==> config.mk <==
export PLATFORM = sky130hd
export DESIGN_NAME = cgra_config_loader_flat
export DESIGN_NICKNAME = d
export VERILOG_FILES = /design/src/rtl/cgra_cfg_pkg.sv /design/src/rtl/cgra_config_loader_if.sv /design/src/rtl/cgra_cfg_fifo.sv /design/src/rtl/cgra_config_loader.sv /design/src/flat_wrapper.sv
export SDC_FILE = /design/constraint.sdc
export NUM_CORES = 1
export LEC_CHECK = 0
export BUFFER_PORTS_ARGS = -buffer_cell sky130_fd_sc_hd__buf_2
export CAP_MARGIN = 25
export CORE_UTILIZATION = 35
export DETAILED_ROUTE_END_ITERATION = 7
export GPL_ROUTABILITY_DRIVEN = 0
export GPL_TIMING_DRIVEN = 0
export PLACE_DENSITY_LB_ADDON = 0.05
export SETUP_SLACK_MARGIN = 0.3
export SLEW_MARGIN = 20
export SYNTH_ARGS = -nofsm -noshare
export SYNTH_HDL_FRONTEND = slang
export SYNTH_SLANG_ARGS = --single-unit
==> constraint.sdc <==
create_clock -name clk_in -period 3.9 [get_ports clk_in]
set_input_delay 0.39 -clock clk_in [delete_from_list [all_inputs] [get_ports clk_in]]
set_output_delay 0.39 -clock clk_in [all_outputs]
set_load 0.01 [all_outputs]
==> src/rtl/cgra_cfg_pkg.sv <==
// Shared types for the CGRA configuration loader: FSM states and the buffered address/data pair.
package cgra_cfg_pkg;
  typedef enum logic [1:0] {IDLE, LOAD, DRAIN, DONE} loader_state_e;

  typedef struct packed {
    logic [31:0] addr;
    logic [31:0] data;
  } cfg_pair_t;

  localparam logic [31:0] CFG_NOP_ADDR = 32'h0;
  localparam cfg_pair_t   CFG_NOP      = '{addr: CFG_NOP_ADDR, data: 32'h0};
endpackage

==> src/rtl/cgra_config_loader_if.sv <==
// Host word stream into the loader: address and data words alternate, in_last tags the final word.
interface cgra_config_loader_if;
  logic        in_valid;
  logic        in_ready;
  logic [31:0] in_data;
  logic        in_last;

  modport master (output in_valid, output in_data, output in_last, input in_ready);
  modport slave  (input in_valid, input in_data, input in_last, output in_ready);
endinterface

==> src/rtl/cgra_cfg_fifo.sv <==
// Pair FIFO with registered full/empty; pushes into a full FIFO and pops from an empty one are dropped.
module cgra_cfg_fifo
  import cgra_cfg_pkg::*;
#(
  parameter int unsigned DEPTH = 4
) (
  input  logic      clk_i,
  input  logic      rst_n_i,
  input  logic      push_i,
  input  cfg_pair_t push_dat_i,
  input  logic      pop_i,
  output cfg_pair_t pop_dat_o,
  output logic      full_o,
  output logic      empty_o
);
  localparam int unsigned    AW       = $clog2(DEPTH);
  localparam logic [AW:0]    CNT_ONE  = (AW+1)'(1);
  localparam logic [AW:0]    CNT_FULL = (AW+1)'(DEPTH);
  localparam logic [AW-1:0]  PTR_ONE  = AW'(1);

  cfg_pair_t     mem_q [DEPTH];
  logic [AW-1:0] wr_ptr_q, rd_ptr_q;
  logic [AW:0]   cnt_q, cnt_d;
  logic          full_q, empty_q;
  logic          do_push, do_pop;

  assign do_push   = push_i && !full_q;
  assign do_pop    = pop_i && !empty_q;
  assign pop_dat_o = mem_q[rd_ptr_q];
  assign full_o    = full_q;
  assign empty_o   = empty_q;

  always_comb begin
    cnt_d = cnt_q;
    if (do_push && !do_pop)      cnt_d = cnt_q + CNT_ONE;
    else if (do_pop && !do_push) cnt_d = cnt_q - CNT_ONE;
  end

  always_ff @(posedge clk_i or negedge rst_n_i) begin
    if (!rst_n_i) begin
      wr_ptr_q <= '0;
      rd_ptr_q <= '0;
      cnt_q    <= '0;
      full_q   <= 1'b0;
      empty_q  <= 1'b1;
    end else begin
      if (do_push) wr_ptr_q <= wr_ptr_q + PTR_ONE;
      if (do_pop)  rd_ptr_q <= rd_ptr_q + PTR_ONE;
      cnt_q   <= cnt_d;
      full_q  <= (cnt_d == CNT_FULL);
      empty_q <= (cnt_d == '0);
    end
  end

  // Storage needs no reset: entries are only read behind a non-empty count.
  always_ff @(posedge clk_i) begin
    if (do_push) mem_q[wr_ptr_q] <= push_dat_i;
  end
endmodule

==> src/rtl/cgra_config_loader.sv <==
// Pairs host addr/data words, buffers them and emits one paced config write per pop,
// with GAP idle (all-zero) cycles after each write; done/error are sticky until the next start.
module cgra_config_loader
  import cgra_cfg_pkg::*;
#(
  parameter int unsigned DEPTH = 4,
  parameter int unsigned GAP   = 0
) (
  input  logic                 clk_in,
  input  logic                 rst_n_in,
  input  logic                 start_in,
  cgra_config_loader_if.slave  host,
  output logic [31:0]          config_addr_out,
  output logic [31:0]          config_data_out,
  output logic                 done_out,
  output logic                 error_out,
  output logic [15:0]          pairs_written_out
);
  localparam logic [7:0] GAP_LOAD = 8'(GAP);

  loader_state_e state_q, state_d;
  logic          expect_addr_q, expect_addr_d;
  logic [31:0]   held_addr_q, held_addr_d;
  logic [7:0]    gap_cnt_q, gap_cnt_d;
  cfg_pair_t     out_q, out_d;
  logic          out_vld_q, out_vld_d;
  logic [15:0]   pairs_q, pairs_d;
  logic          done_q, done_d, error_q, error_d;

  cfg_pair_t     fifo_head;
  logic          fifo_full, fifo_empty;
  logic          accept, push, pop;

  assign host.in_ready = (state_q == LOAD) && (expect_addr_q || !fifo_full);
  assign accept        = host.in_valid && host.in_ready;
  assign push          = accept && !expect_addr_q;
  assign pop           = ((state_q == LOAD) || (state_q == DRAIN)) && !fifo_empty
                         && (gap_cnt_q == 8'd0);

  cgra_cfg_fifo #(.DEPTH(DEPTH)) u_fifo (
    .clk_i      (clk_in),
    .rst_n_i    (rst_n_in),
    .push_i     (push),
    .push_dat_i ('{addr: held_addr_q, data: host.in_data}),
    .pop_i      (pop),
    .pop_dat_o  (fifo_head),
    .full_o     (fifo_full),
    .empty_o    (fifo_empty)
  );

  always_comb begin
    state_d       = state_q;
    expect_addr_d = expect_addr_q;
    held_addr_d   = held_addr_q;
    gap_cnt_d     = gap_cnt_q;
    pairs_d       = pairs_q;
    done_d        = done_q;
    error_d       = error_q;
    out_d         = CFG_NOP;
    out_vld_d     = 1'b0;

    if (pop) begin
      out_d     = fifo_head;
      out_vld_d = 1'b1;
      gap_cnt_d = GAP_LOAD;
      pairs_d   = pairs_q + 16'd1;
    end else if (gap_cnt_q != 8'd0) begin
      gap_cnt_d = gap_cnt_q - 8'd1;
    end

    if (accept) begin
      expect_addr_d = !expect_addr_q;
      if (expect_addr_q) held_addr_d = host.in_data;
      // A stream ending on an address word drops that address and flags the truncation.
      if (host.in_last) begin
        state_d       = DRAIN;
        expect_addr_d = 1'b1;
        if (expect_addr_q) error_d = 1'b1;
      end
    end

    case (state_q)
      IDLE, DONE: begin
        if (start_in) begin
          state_d       = LOAD;
          expect_addr_d = 1'b1;
          done_d        = 1'b0;
          error_d       = 1'b0;
          pairs_d       = 16'd0;
        end
      end
      // Wait for the last write's output cycle to finish before reporting done.
      DRAIN: begin
        if (fifo_empty && !out_vld_q) begin
          state_d = DONE;
          done_d  = 1'b1;
        end
      end
      default: ;
    endcase
  end

  always_ff @(posedge clk_in or negedge rst_n_in) begin
    if (!rst_n_in) begin
      state_q       <= IDLE;
      expect_addr_q <= 1'b1;
      held_addr_q   <= 32'h0;
      gap_cnt_q     <= 8'd0;
      out_q         <= CFG_NOP;
      out_vld_q     <= 1'b0;
      pairs_q       <= 16'd0;
      done_q        <= 1'b0;
      error_q       <= 1'b0;
    end else begin
      state_q       <= state_d;
      expect_addr_q <= expect_addr_d;
      held_addr_q   <= held_addr_d;
      gap_cnt_q     <= gap_cnt_d;
      out_q         <= out_d;
      out_vld_q     <= out_vld_d;
      pairs_q       <= pairs_d;
      done_q        <= done_d;
      error_q       <= error_d;
    end
  end

  assign config_addr_out   = out_q.addr;
  assign config_data_out   = out_q.data;
  assign done_out          = done_q;
  assign error_out         = error_q;
  assign pairs_written_out = pairs_q;
endmodule
==> src/flat_wrapper.sv <==
// flat-port wrapper written by rule: the top's interface ports become plain ports
module cgra_config_loader_flat import cgra_cfg_pkg::*;
#(
  parameter int unsigned DEPTH = 4,
  parameter int unsigned GAP   = 0
)
  (clk_in, rst_n_in, start_in, config_addr_out, config_data_out, done_out, error_out, pairs_written_out, host_in_valid, host_in_data, host_in_last, host_in_ready);
  cgra_config_loader_if host_i ();
  input  logic clk_in;
  input  logic rst_n_in;
  input  logic start_in;
  output logic [31:0] config_addr_out;
  output logic [31:0] config_data_out;
  output logic done_out;
  output logic error_out;
  output logic [15:0] pairs_written_out;
  input wire logic [$bits(host_i.in_valid)-1:0] host_in_valid;
  input wire logic [$bits(host_i.in_data)-1:0] host_in_data;
  input wire logic [$bits(host_i.in_last)-1:0] host_in_last;
  output wire logic [$bits(host_i.in_ready)-1:0] host_in_ready;
  assign host_i.in_valid = host_in_valid;
  assign host_i.in_data = host_in_data;
  assign host_i.in_last = host_in_last;
  assign host_in_ready = host_i.in_ready;
  cgra_config_loader #(.DEPTH(DEPTH), .GAP(GAP)) u_core (.clk_in(clk_in), .rst_n_in(rst_n_in), .start_in(start_in), .host(host_i), .config_addr_out(config_addr_out), .config_data_out(config_data_out), .done_out(done_out), .error_out(error_out), .pairs_written_out(pairs_written_out));
endmodule
==> impl_results.md <==
* Status: finished with violations
* Failing checks: DRC
* Post-Synthesis Cell Area at 0.0145 mm^2
* Setup TNS at 0 ps
* Remaining global-route overflow at 0
* Share of the clock period used by the worst path at 82.8%
* Leading cell type in the layout, fill and taps excluded: edfxtp_1
* DP HPWL at 18200 um
* Worst skew pair latency at 560 ps
* Crit-path leading delay family: buffers and inverters
* P_leak at 6.56 nW
* Min Tclk post-route at 3230 ps
* Pin count of the biggest net entering global routing at 81
* DIE AREA at 0.0422 mm^2
* Detailed-route wire length per cell at 20.7 um
* Die X at 206 um
* Comb power frac at 24.2%
* Fmax at 310 MHz
* P&R area growth vs syn at 20.0%
* Net Switching at 3.60 mW
* H-tree depth at 2
* Drt total wl at 31000 um
* Max transition margin at 35.4%
* Syn nets at 804
* Pwr Density at 729 mW/mm^2
* P_int at 9.09 mW
* Ports at 120
* Setup repair after global routing missed its margin: no
* First-pass GRT wire length at 47600 um
* # port buffers at 119
* Setup CP Type: reg -> reg
* Ys Warns at 0
* Hold Violations, Final at 0
* Peak supply drop at 0.000313 V
* Slew Limit Fails at 0
* Maximum fanout along the worst path at 10
* Tightest Pin Transition at 969 ps
* Cts bufs inserted at 43
* Row cnt at 74
* Count of final setup violators at 0
* Sequential share of the synthesized area at 76.4%
* Worst Slack Setup Final at 669 ps
* CP Capture Type: register
* CTS max path bufs at 3
* Switching share of power at 28.4%
* CTS tree: done
* Via count at 7282
* Ys async rst share at 34.5%
* Commonest cells after routing, fill and taps aside: edfxtp_1 (256), dfrtp_1 (133), buf_2 (120), and2_1 (66), mux4_2 (64)
* Biggest area consumer among synthesized cells: edfxtp_1
* GRT Total Usage at 15.4%
* CP max stage delay at 490 ps
* Critical Path Slowest Stage Cell: nor4_1
* Synthesized instance count at 756
* Clock root buffer: clkbuf_16
* Sink Count at 391
* Post-Place Setup Slack at 266 ps
* Vias/cell at 4.87
* Starting DRT DRC Count at 384
* Number of global-route vias before repair at 7893
* Synth area leaders: edfxtp_1 (53%), dfrtp_1 (23%), mux4_2 (9.9%)
* Core area at 0.0408 mm^2
* CP required at 4380 ps
* Worst Setup Start Kind: register
* Worst Skew at 19.3 ps
* DP Cell Count at 1413
* Clock group share of total power at 31.9%
* Buffers & Inverters on Critical Path at 5
* Worst min path class: in -> reg
* Post-synth EDFFs at 256
* Post-route ant nets at 0
* Seq cells post-synth at 391
* DRT Pass-1 Iters at 6
* Critical path cell sequence: inv_1 -> ha_1 -> buf_6 -> nor4_1 -> nand3_1 -> inv_1 -> clkbuf_2 -> clkbuf_1 -> and2_1
* Ys flop type: edfxtp_1
* Non-Filler Instances at 1496
* Max-Cap Viols at 0
* Top-area cell type share of the netlist area at 53.0%
* Initial Util at 35.5%
* Clock slew at reported path FFs at 60 ps
* Cell mode on critical path: inv_1
* Worst Path Arrival at 3710 ps
* Initial antenna violation count at 2
* Flop pwr share at 43.9%
* Layout cell share with drive strength beyond 1 at 31.8%
* Die Y at 206 um
* Layout Nets at 976
* Synth cell types at 46
* Synth Area per Inst at 19.2 um^2
* Drt drc at 2
[path summary, 6_finish.rpt]
kind                                                     end  slack [ps]                         start  cells after the start
worst max register to register    u_core.config_addr_out[14]         670             u_core.state_q[0]                      9
worst min register to register  u_core.pairs_written_out[15]         480  u_core.pairs_written_out[15]                      1
worst max-delay path              u_core.config_addr_out[14]         670             u_core.state_q[0]                      9
max in group asynchronous         u_core.config_addr_out[18]        2720                      rst_n_in                      3
worst min-delay path               u_core.u_fifo.mem_q[0][5]          60               host_in_data[5]                      1
min in group asynchronous        u_core.pairs_written_out[7]         360                      rst_n_in                      2
[worst reg2reg max path, delay by kind of cell, from the launching register on]
| kind | cells | cell delay (ps) |
|---|---|---|
| fa+ha+maj | 1 | 300 |
| flops | 1 | 380 |
| buf+inv | 5 | 1340 |
| simple gates | 3 | 1150 |
[per-layer routing]
metal | track usage, % | share of wire, % | wire length (um) | up-vias
met2 | 25.8 | 50 | 15500 | 173
met1 | 19.8 | 43 | 13200 | 3793
met5 | 0 | 0.039 | 12 | -
met3 | 3.56 | 4.9 | 1530 | 56
met4 | 4.79 | 2.2 | 675 | 2
li1 | - | - | - | 3258
[synth_stat cells, types with 5 or more instances]
library cell and number:
xnor2_1 6, clkbuf_1 20, ha_1 11, nor3_1 5
o21ai_0 15, buf_1 10, nor2_1 12, edfxtp_1 256
dfrtp_1 133, nor4_1 5, mux2_2 33, a21oi_1 16
or3_1 9, nand3_1 8, or4_1 7, and2_1 70
nand2_1 13, inv_1 17, mux4_2 64
[cell type report]
cell class,count,area (um^2)
inverter,17,63.8
timing repair buffer,127,776
fill,3705,23400
clock inverter,17,178
antenna,1,2.50
multi-input combinational,316,3240
sequential,391,11100
tap,532,666
clock buffer,63,1260
buffer,32,140
[cells by family after synthesis]
family          after synthesis  synth area share [%]
compound gates               49                  2.03
xor+xnor                      8                 0.483
fa+ha+maj                    11                 0.949
buf+inv                      49                  1.37
flops                       391                  76.4
mux                          99                  12.6
simple gates                149                  6.16
[through the flow]
stage | total power, mW | area, um^2 | hold WS [ps] | utilization, %
after CTS | 12.9 | 17400 | 19.1 | 42.6
after global routing | 13.4 | 17400 | 30.0 | 42.6
after global placement | 8.73 | 15800 | 471 | 38.6
after detailed placement | 8.83 | 15900 | 371 | 39.0
final | 12.7 | 17400 | 58.2 | 42.6
after floorplan | 7.58 | 14500 | 94.4 | -
[state kept, by name, indices dropped and copies added (netlist names)]
signal and cells:
u_core.config_addr_out 32, u_core.config_data_out 32, u_core.done_out 1, u_core.error_out 1
u_core.expect_addr_q 1, u_core.gap_cnt_q 8, u_core.held_addr_q 32, u_core.out_vld_q 1
u_core.pairs_written_out 16, u_core.state_q 2, u_core.u_fifo.cnt_q 3, u_core.u_fifo.empty_o 1
u_core.u_fifo.full_o 1, u_core.u_fifo.mem_q 256, u_core.u_fifo.rd_ptr_q 2, u_core.u_fifo.wr_ptr_q 2
[power by group through the flow]
stage	combinational, mW	sequential (mW)	clock [mW]
after floorplan	1.91	5.67	0
after global placement	3.11	5.62	0
after detailed placement	3.18	5.65	0
after CTS	3.20	5.57	4.18
after global routing	3.42	5.64	4.35
final	3.07	5.57	4.05
[what timing repair did]
| item | CTS | global route |
|---|---|---|
| setup endpoints to repair | 2 | 0 |
| hold endpoints to repair | 55 | 0 |
| hold buffers | 1 | 0 |
| gates resized for setup | 1 | 0 |
| setup buffers | 0 | 0 |
Note: power is estimated with default switching activity, not from simulation.
